[config.mk]
export PLATFORM = sky130hd
export DESIGN_NAME = crc_arbiter_flat
export DESIGN_NICKNAME = d
export VERILOG_FILES = /design/src/rtl/crc_arbiter_pkg.sv /design/src/rtl/crc_arbiter_if.sv /design/src/rtl/crc_arbiter_rr_arbiter.sv /design/src/rtl/crc_arbiter.sv /design/src/flat_wrapper.sv
export SDC_FILE = /design/constraint.sdc
export NUM_CORES = 1
export LEC_CHECK = 0
export ABC_CLOCK_PERIOD_IN_PS = 3500
export BUFFER_PORTS_ARGS = -buffer_cell sky130_fd_sc_hd__buf_2
export CORE_MARGIN = 3
export CORE_UTILIZATION = 45
export CTS_BUF_LIST = sky130_fd_sc_hd__clkbuf_4 sky130_fd_sc_hd__clkbuf_8
export DETAILED_ROUTE_END_ITERATION = 10
export GPL_TIMING_DRIVEN = 0
export PLACE_DENSITY = 0.76
export SLEW_MARGIN = 20
export SYNTH_ARGS = -nofsm -noshare
export SYNTH_HDL_FRONTEND = slang
export SYNTH_SLANG_ARGS = --single-unit
[constraint.sdc]
create_clock -name clk -period 3.5 [get_ports clk]
set_clock_uncertainty 0.15 [all_clocks]
set_input_delay 0.7 -clock clk [delete_from_list [all_inputs] [get_ports clk]]
set_output_delay 0.7 -clock clk [all_outputs]
set_load 0.05 [all_outputs]
[src/rtl/crc_arbiter_pkg.sv]
// Shared definitions for the CRC engine arbiter: widths, timeout default and FSM encoding.
package crc_arbiter_pkg;

    localparam int CRC_W       = 16;
    localparam int DATA_W      = 24;
    localparam int CNT_W       = 11;
    localparam int IDX_W       = 3;
    localparam int TIMEOUT_DEF = 1100;

    typedef enum logic [2:0] {
        IDLE    = 3'd0,
        LAUNCH  = 3'd1,
        BUSY    = 3'd2,
        DRAIN   = 3'd3,
        RESP    = 3'd4,
        RECOVER = 3'd5
    } state_t;

endpackage

[src/rtl/crc_arbiter_if.sv]
// Requester-side handshake bundle: job requests in, CRC responses out.
interface crc_arbiter_if #(
    parameter int NREQ = 4
);
    import crc_arbiter_pkg::*;

    logic [NREQ-1:0]        req_valid;
    logic [DATA_W*NREQ-1:0] req_data;
    logic [NREQ-1:0]        req_ready;
    logic [NREQ-1:0]        rsp_valid;
    logic [NREQ-1:0]        rsp_ready;
    logic [CRC_W-1:0]       rsp_crc;
    logic                   rsp_err;

    modport master (
        output req_valid, req_data, rsp_ready,
        input  req_ready, rsp_valid, rsp_crc, rsp_err
    );

    modport slave (
        input  req_valid, req_data, rsp_ready,
        output req_ready, rsp_valid, rsp_crc, rsp_err
    );

endinterface

[src/rtl/crc_arbiter_rr_arbiter.sv]
// Combinational round-robin picker: first requester after last_grant, wrapping modulo NREQ.
module rr_arbiter
    import crc_arbiter_pkg::*;
#(
    parameter int NREQ = 4
) (
    input  logic [NREQ-1:0]  req,
    input  logic [IDX_W-1:0] last_grant,
    output logic [NREQ-1:0]  grant,
    output logic [IDX_W-1:0] grant_idx,
    output logic             any_req
);

    int unsigned     pos;
    logic [NREQ-1:0] bit_m;

    // Scan offsets from farthest to nearest so the nearest pending requester wins.
    always_comb begin
        grant     = '0;
        grant_idx = '0;
        any_req   = |req;
        pos       = 0;
        bit_m     = '0;
        for (int unsigned k = NREQ; k >= 1; k--) begin
            pos   = (32'(last_grant) + k) % NREQ;
            bit_m = {{(NREQ-1){1'b0}}, 1'b1} << pos;
            if (|(req & bit_m)) begin
                grant     = bit_m;
                grant_idx = IDX_W'(pos);
            end
        end
    end

endmodule

[src/rtl/crc_arbiter.sv]
// Shares one CRC engine among NREQ requesters: round-robin grant, launch, timeout recovery, response.
module crc_arbiter
    import crc_arbiter_pkg::*;
#(
    parameter int NREQ    = 4,
    parameter int TIMEOUT = TIMEOUT_DEF
) (
    input  logic              clk,
    input  logic              rst_n,
    crc_arbiter_if.slave      bus,
    output logic [DATA_W-1:0] eng_data,
    output logic              eng_en,
    output logic              eng_rst,
    input  logic [CRC_W-1:0]  eng_crc,
    input  logic              eng_done,
    output logic              busy,
    output logic [IDX_W-1:0]  grant_idx
);

    state_t            state;
    logic [CNT_W-1:0]  tmo_cnt;
    logic [IDX_W-1:0]  last_grant;
    logic [NREQ-1:0]   gnt_vec;
    logic [NREQ-1:0]   win_vec;
    logic [IDX_W-1:0]  win_idx;
    logic              any_req;
    logic              eng_done_q;
    logic              rec_cnt;
    logic [DATA_W-1:0] win_data;

    rr_arbiter #(.NREQ(NREQ)) u_rr (
        .req        (bus.req_valid),
        .last_grant (last_grant),
        .grant      (win_vec),
        .grant_idx  (win_idx),
        .any_req    (any_req)
    );

    always_comb begin
        win_data = '0;
        for (int unsigned i = 0; i < NREQ; i++) begin
            if (win_idx == IDX_W'(i))
                win_data = bus.req_data[DATA_W*i +: DATA_W];
        end
    end

    // Outputs are set on state entry so eng_en/eng_rst/rsp_valid align exactly with their states.
    always_ff @(posedge clk or negedge rst_n) begin
        if (!rst_n) begin
            state         <= IDLE;
            bus.req_ready <= '0;
            bus.rsp_valid <= '0;
            bus.rsp_crc   <= '0;
            bus.rsp_err   <= 1'b0;
            eng_data      <= '0;
            eng_en        <= 1'b0;
            eng_rst       <= 1'b1;
            busy          <= 1'b0;
            grant_idx     <= '0;
            last_grant    <= IDX_W'(NREQ-1);
            tmo_cnt       <= '0;
            gnt_vec       <= '0;
            eng_done_q    <= 1'b0;
            rec_cnt       <= 1'b0;
        end else begin
            bus.req_ready <= '0;
            eng_en        <= 1'b0;
            eng_rst       <= 1'b0;
            eng_done_q    <= eng_done;
            unique case (state)
                IDLE: begin
                    if (any_req) begin
                        bus.req_ready <= win_vec;
                        gnt_vec       <= win_vec;
                        eng_data      <= win_data;
                        grant_idx     <= win_idx;
                        last_grant    <= win_idx;
                        eng_en        <= 1'b1;
                        busy          <= 1'b1;
                        state         <= LAUNCH;
                    end
                end
                LAUNCH: begin
                    tmo_cnt <= '0;
                    state   <= BUSY;
                end
                BUSY: begin
                    tmo_cnt <= tmo_cnt + 1'b1;
                    if (eng_done && !eng_done_q) begin
                        bus.rsp_crc <= eng_crc;
                        bus.rsp_err <= 1'b0;
                        state       <= DRAIN;
                    end else if (tmo_cnt == CNT_W'(TIMEOUT-1)) begin
                        bus.rsp_crc <= '0;
                        bus.rsp_err <= 1'b1;
                        eng_rst     <= 1'b1;
                        rec_cnt     <= 1'b0;
                        state       <= RECOVER;
                    end
                end
                DRAIN: begin
                    if (!eng_done) begin
                        bus.rsp_valid <= gnt_vec;
                        state         <= RESP;
                    end
                end
                RECOVER: begin
                    if (!rec_cnt) begin
                        rec_cnt <= 1'b1;
                        eng_rst <= 1'b1;
                    end else begin
                        bus.rsp_valid <= gnt_vec;
                        state         <= RESP;
                    end
                end
                RESP: begin
                    if (|(bus.rsp_ready & gnt_vec)) begin
                        bus.rsp_valid <= '0;
                        busy          <= 1'b0;
                        state         <= IDLE;
                    end
                end
                default: state <= IDLE;
            endcase
        end
    end

endmodule

[src/flat_wrapper.sv]
// flat-port wrapper written by rule: the top's interface ports become plain ports
module crc_arbiter_flat import crc_arbiter_pkg::*;
#(
    parameter int NREQ    = 4,
    parameter int TIMEOUT = TIMEOUT_DEF
)
  (clk, rst_n, eng_data, eng_en, eng_rst, eng_crc, eng_done, busy, grant_idx, bus_req_valid, bus_req_data, bus_rsp_ready, bus_req_ready, bus_rsp_valid, bus_rsp_crc, bus_rsp_err);
  crc_arbiter_if #(.NREQ(NREQ)) bus_i ();
  input  logic clk;
  input  logic rst_n;
  output logic [DATA_W-1:0] eng_data;
  output logic eng_en;
  output logic eng_rst;
  input  logic [CRC_W-1:0] eng_crc;
  input  logic eng_done;
  output logic busy;
  output logic [IDX_W-1:0] grant_idx;
  input wire logic [$bits(bus_i.req_valid)-1:0] bus_req_valid;
  input wire logic [$bits(bus_i.req_data)-1:0] bus_req_data;
  input wire logic [$bits(bus_i.rsp_ready)-1:0] bus_rsp_ready;
  output wire logic [$bits(bus_i.req_ready)-1:0] bus_req_ready;
  output wire logic [$bits(bus_i.rsp_valid)-1:0] bus_rsp_valid;
  output wire logic [$bits(bus_i.rsp_crc)-1:0] bus_rsp_crc;
  output wire logic [$bits(bus_i.rsp_err)-1:0] bus_rsp_err;
  assign bus_i.req_valid = bus_req_valid;
  assign bus_i.req_data = bus_req_data;
  assign bus_i.rsp_ready = bus_rsp_ready;
  assign bus_req_ready = bus_i.req_ready;
  assign bus_rsp_valid = bus_i.rsp_valid;
  assign bus_rsp_crc = bus_i.rsp_crc;
  assign bus_rsp_err = bus_i.rsp_err;
  crc_arbiter #(.NREQ(NREQ), .TIMEOUT(TIMEOUT)) u_core (.clk(clk), .rst_n(rst_n), .bus(bus_i), .eng_data(eng_data), .eng_en(eng_en), .eng_rst(eng_rst), .eng_crc(eng_crc), .eng_done(eng_done), .busy(busy), .grant_idx(grant_idx));
endmodule
==> results.md <==
- Placed insts: 713
- Post-synth ARST share: 100%
- Max Cap Violations: 0
- CTS max path bufs: 2
- Fraction of layout cells with a size suffix above 1: 43.4%
- I/O Pins: 178
- Synth area leaders: dfrtp_1, a211oi_2, mux2i_1
- Post-DRT Antenna Nets: 0
- Period utilization: 94.6%
- Slowest CP cell: dfstp_2
- Final worst path period need: 3310 ps
- Cell area after synthesis: 4290 um2
- Peak supply drop: 0.000739 V
- Via density: 5.47
- Routed via count: 4051
- Worst reg2reg startpoint: u_core.last_grant[0]
- CTS hold repair buffers: 0
- Die W: 104 um
- Final Setup Violations: 0
- Port buffer count: 176
- Number of CTS-inserted buffers: 9
- Fillers: 774
- Crit-path max cell delay: 570 ps
- Setup WS pre-CTS: -240 ps
- Number of global-route vias before repair: 4195
- Clk_lat worst skew: 340 ps
- Synth area leader: dfrtp_1
- Post-synth top area share: 42.6%
- Dpl cell area: 5360 um2
- Largest net degree at the start of global routing: 44
- Critical Path Start: u_core.last_grant[0]
- Starting DRC count in detailed routing: 260
- Slew Limit Fails: 0
- RSZ-0062 raised after global routing: false
- Post-synth EDFFs: 0
- CP Cell Sequence: inv_1 -> ha_1 -> clkbuf_1 -> a222oi_1 -> buf_4 -> nand2_2 -> o211a_4 -> or2_1 -> buf_4 -> buf_6 -> buf_6 -> a211oi_2 -> a211oi_2
- Mean Syn Cell Area: 10.5 um2
- End of the worst register-to-register path: u_core.eng_data[15]
- Worst-Margin Slew: 590 ps
- Worst-path clk slew: 90 ps
- Data required, critical path: 3580 ps
- Startpoint Class: register
- Commonest non-fill, non-tap cells in the layout: buf_2, dfrtp_1, nor2_1
- First-pass GRT wire length: 20300 um
- H-tree Lvls: 3
- Core Util, Final: 61.7%
- Layout area overhead: 32.8%
- Syn nets: 535
- Worst Hold Class: input port to async pin
- Most used DFF post-synth: dfrtp_1
- Die Ht: 104 um
- Finished Layout Cells: 740
- Clk sinks: 76
- Critical path type: register to register
- Final wirelength: 12400 um
- Seq/Total Area, Yosys: 44.4%
- Register-to-register setup slack: 190 ps
- Drt pass-1 iters: 5
- Worst-path maximum fanout: 10
- TritonCTS clock tree: done
- Worst R2R Path Depth: 13
- Avg WL per Cell: 16.8 um
- Slew Limit Headroom: 60.3%
- Outcome: complete, no violations
- Core Area: 9240 um2
- Row count: 35
- DRC: 0
- Tot Pwr: 6.75 mW
- GRT Total Usage: 22.8%
- Lkg Pwr: 2.76 nW
- Die area: 10700 um2
- Initial antenna violation count: 2
- Synth Instances: 407
- Post-route cell area: 5700 um2
- Total grt overflow: 0
- Power Density: 1190 nW/um2
- Netlist cell types: 58
- Initial core utilization: 46.4%
- Fmax: 0.302 GHz
- Clock root buffer: clkbuf_8
- GPL Wtd Cong: 0.862
- Yosys warns: 0
- Critical Path AT: 3390 ps
- Final setup margin: 189 ps
- Fin nets: 733
- Synth Register Bits: 76
- Fin. Hold Viols: 0
- Worst Setup End Kind: register
- Hpwl dp: 9600 um
- Most common library cell in the layout ignoring fill and taps: buf_2
- Crit path to: u_core.eng_data[15]
==> cells in the mapped netlist (3+ instances only) <==
cell type and instances:
and3_1 5, a22o_1 22, a211oi_2 30, buf_2 5
nand2b_1 3, nor2_1 34, a21o_1 5, dfrtp_1 73
inv_1 4, a21oi_1 12, clkbuf_1 10, buf_6 3
a211oi_1 18, and2_1 5, buf_4 8, a22oi_1 4
a221o_1 3, o21ai_0 16, dfstp_2 3, ha_1 5
nand2_1 30, nor3_1 3, o211ai_1 5, nand3_1 10
nor3b_1 23, mux2i_1 28
==> power by group <==
group | internal [mW] | switching [mW] | leakage, nW
logic | 1.55 | 2.95 | 1.71
registers | 1.26 | 0.219 | 0.933
clock network | 0.428 | 0.341 | 0.117
==> routing by layer <==
metal  vias to the layer above  part of all wire [%]  track usage [%]
met2                       162                    51             40.0
met5                         -                 0.056                0
met4                         2                   1.8             7.50
li1                       1934                     -                -
met3                        21                   6.7             5.36
met1                      1932                    40             27.7
==> per-stage QoR <==
stage	TNS [ps]	hold slack (ps)
6_report	0	142
5_1_grt	0	166
4_1_cts	0	147
3_5_place_dp	-3910	327
3_3_place_gp	-1800	327
2_1_floorplan	0	254
==> worst min-delay path by stage <==
stage,slack (ps),end,cells after the start,from
CTS,150,u_core.bus.rsp_valid[1],1,rst_n
global route,170,u_core.bus.rsp_valid[0],1,rst_n
finish,140,u_core.bus.rsp_valid[1],1,rst_n
floorplan,250,u_core.bus.req_ready[0],0,rst_n
global placement,330,u_core.grant_idx[1],2,u_core.grant_idx[1]
detailed placement,330,u_core.bus.rsp_crc[3],1,u_core.bus.rsp_crc[3]
==> flip-flops by register name, indices dropped and copies added, names as in the netlist, 2 cells and up <==
name and flops:
u_core.bus.rsp_valid 4, u_core.last_grant 2, u_core.bus.rsp_crc 16, u_core.tmo_cnt 11
u_core.grant_idx 2, u_core.eng_data 24, u_core.state 3, u_core.bus.req_ready 4
u_core.gnt_vec 4
==> kinds of logic after synthesis <==
logic type / Yosys count / synth area share (%)
AOI/OAI and AO/OA: 132 / 26.8
adders and majority gates: 5 / 1.46
buffers and inverters: 35 / 4.78
DFF: 76 / 44.4
muxes: 29 / 6.79
other: 1 / 0.0874
and+or+nand+nor: 129 / 15.7
==> area by class of cell <==
type | instances | area, um2 | area share, %
repair buffers | 187 | 978 | 17.2
clock buffers | 10 | 138 | 2.42
flip-flops and latches | 76 | 1910 | 33.5
well taps | 129 | 161 | 2.83
plain buffers | 28 | 185 | 3.25
diodes | 1 | 2.50 | 0.0439
multi-input cells | 296 | 2200 | 38.7
inverters | 7 | 26.3 | 0.461
clock inverters | 6 | 95.1 | 1.67
==> critical path, delay by kind of cell (launching register included) <==
kind | cells | cell delay [ps]
buffers and inverters | 6 | 930
AOI/OAI and AO/OA | 4 | 1030
and+or+nand+nor | 2 | 320
adders and majority gates | 1 | 200
DFF | 1 | 570
==> what timing repair did <==
action	in CTS	in global routing
pin swaps	2	3
gates resized for setup	1	5
cloned	0	0
setup buffers	2	8
endpoints found under the setup margin	26	23
No activity file was read; power rests on OpenSTA's default activity.
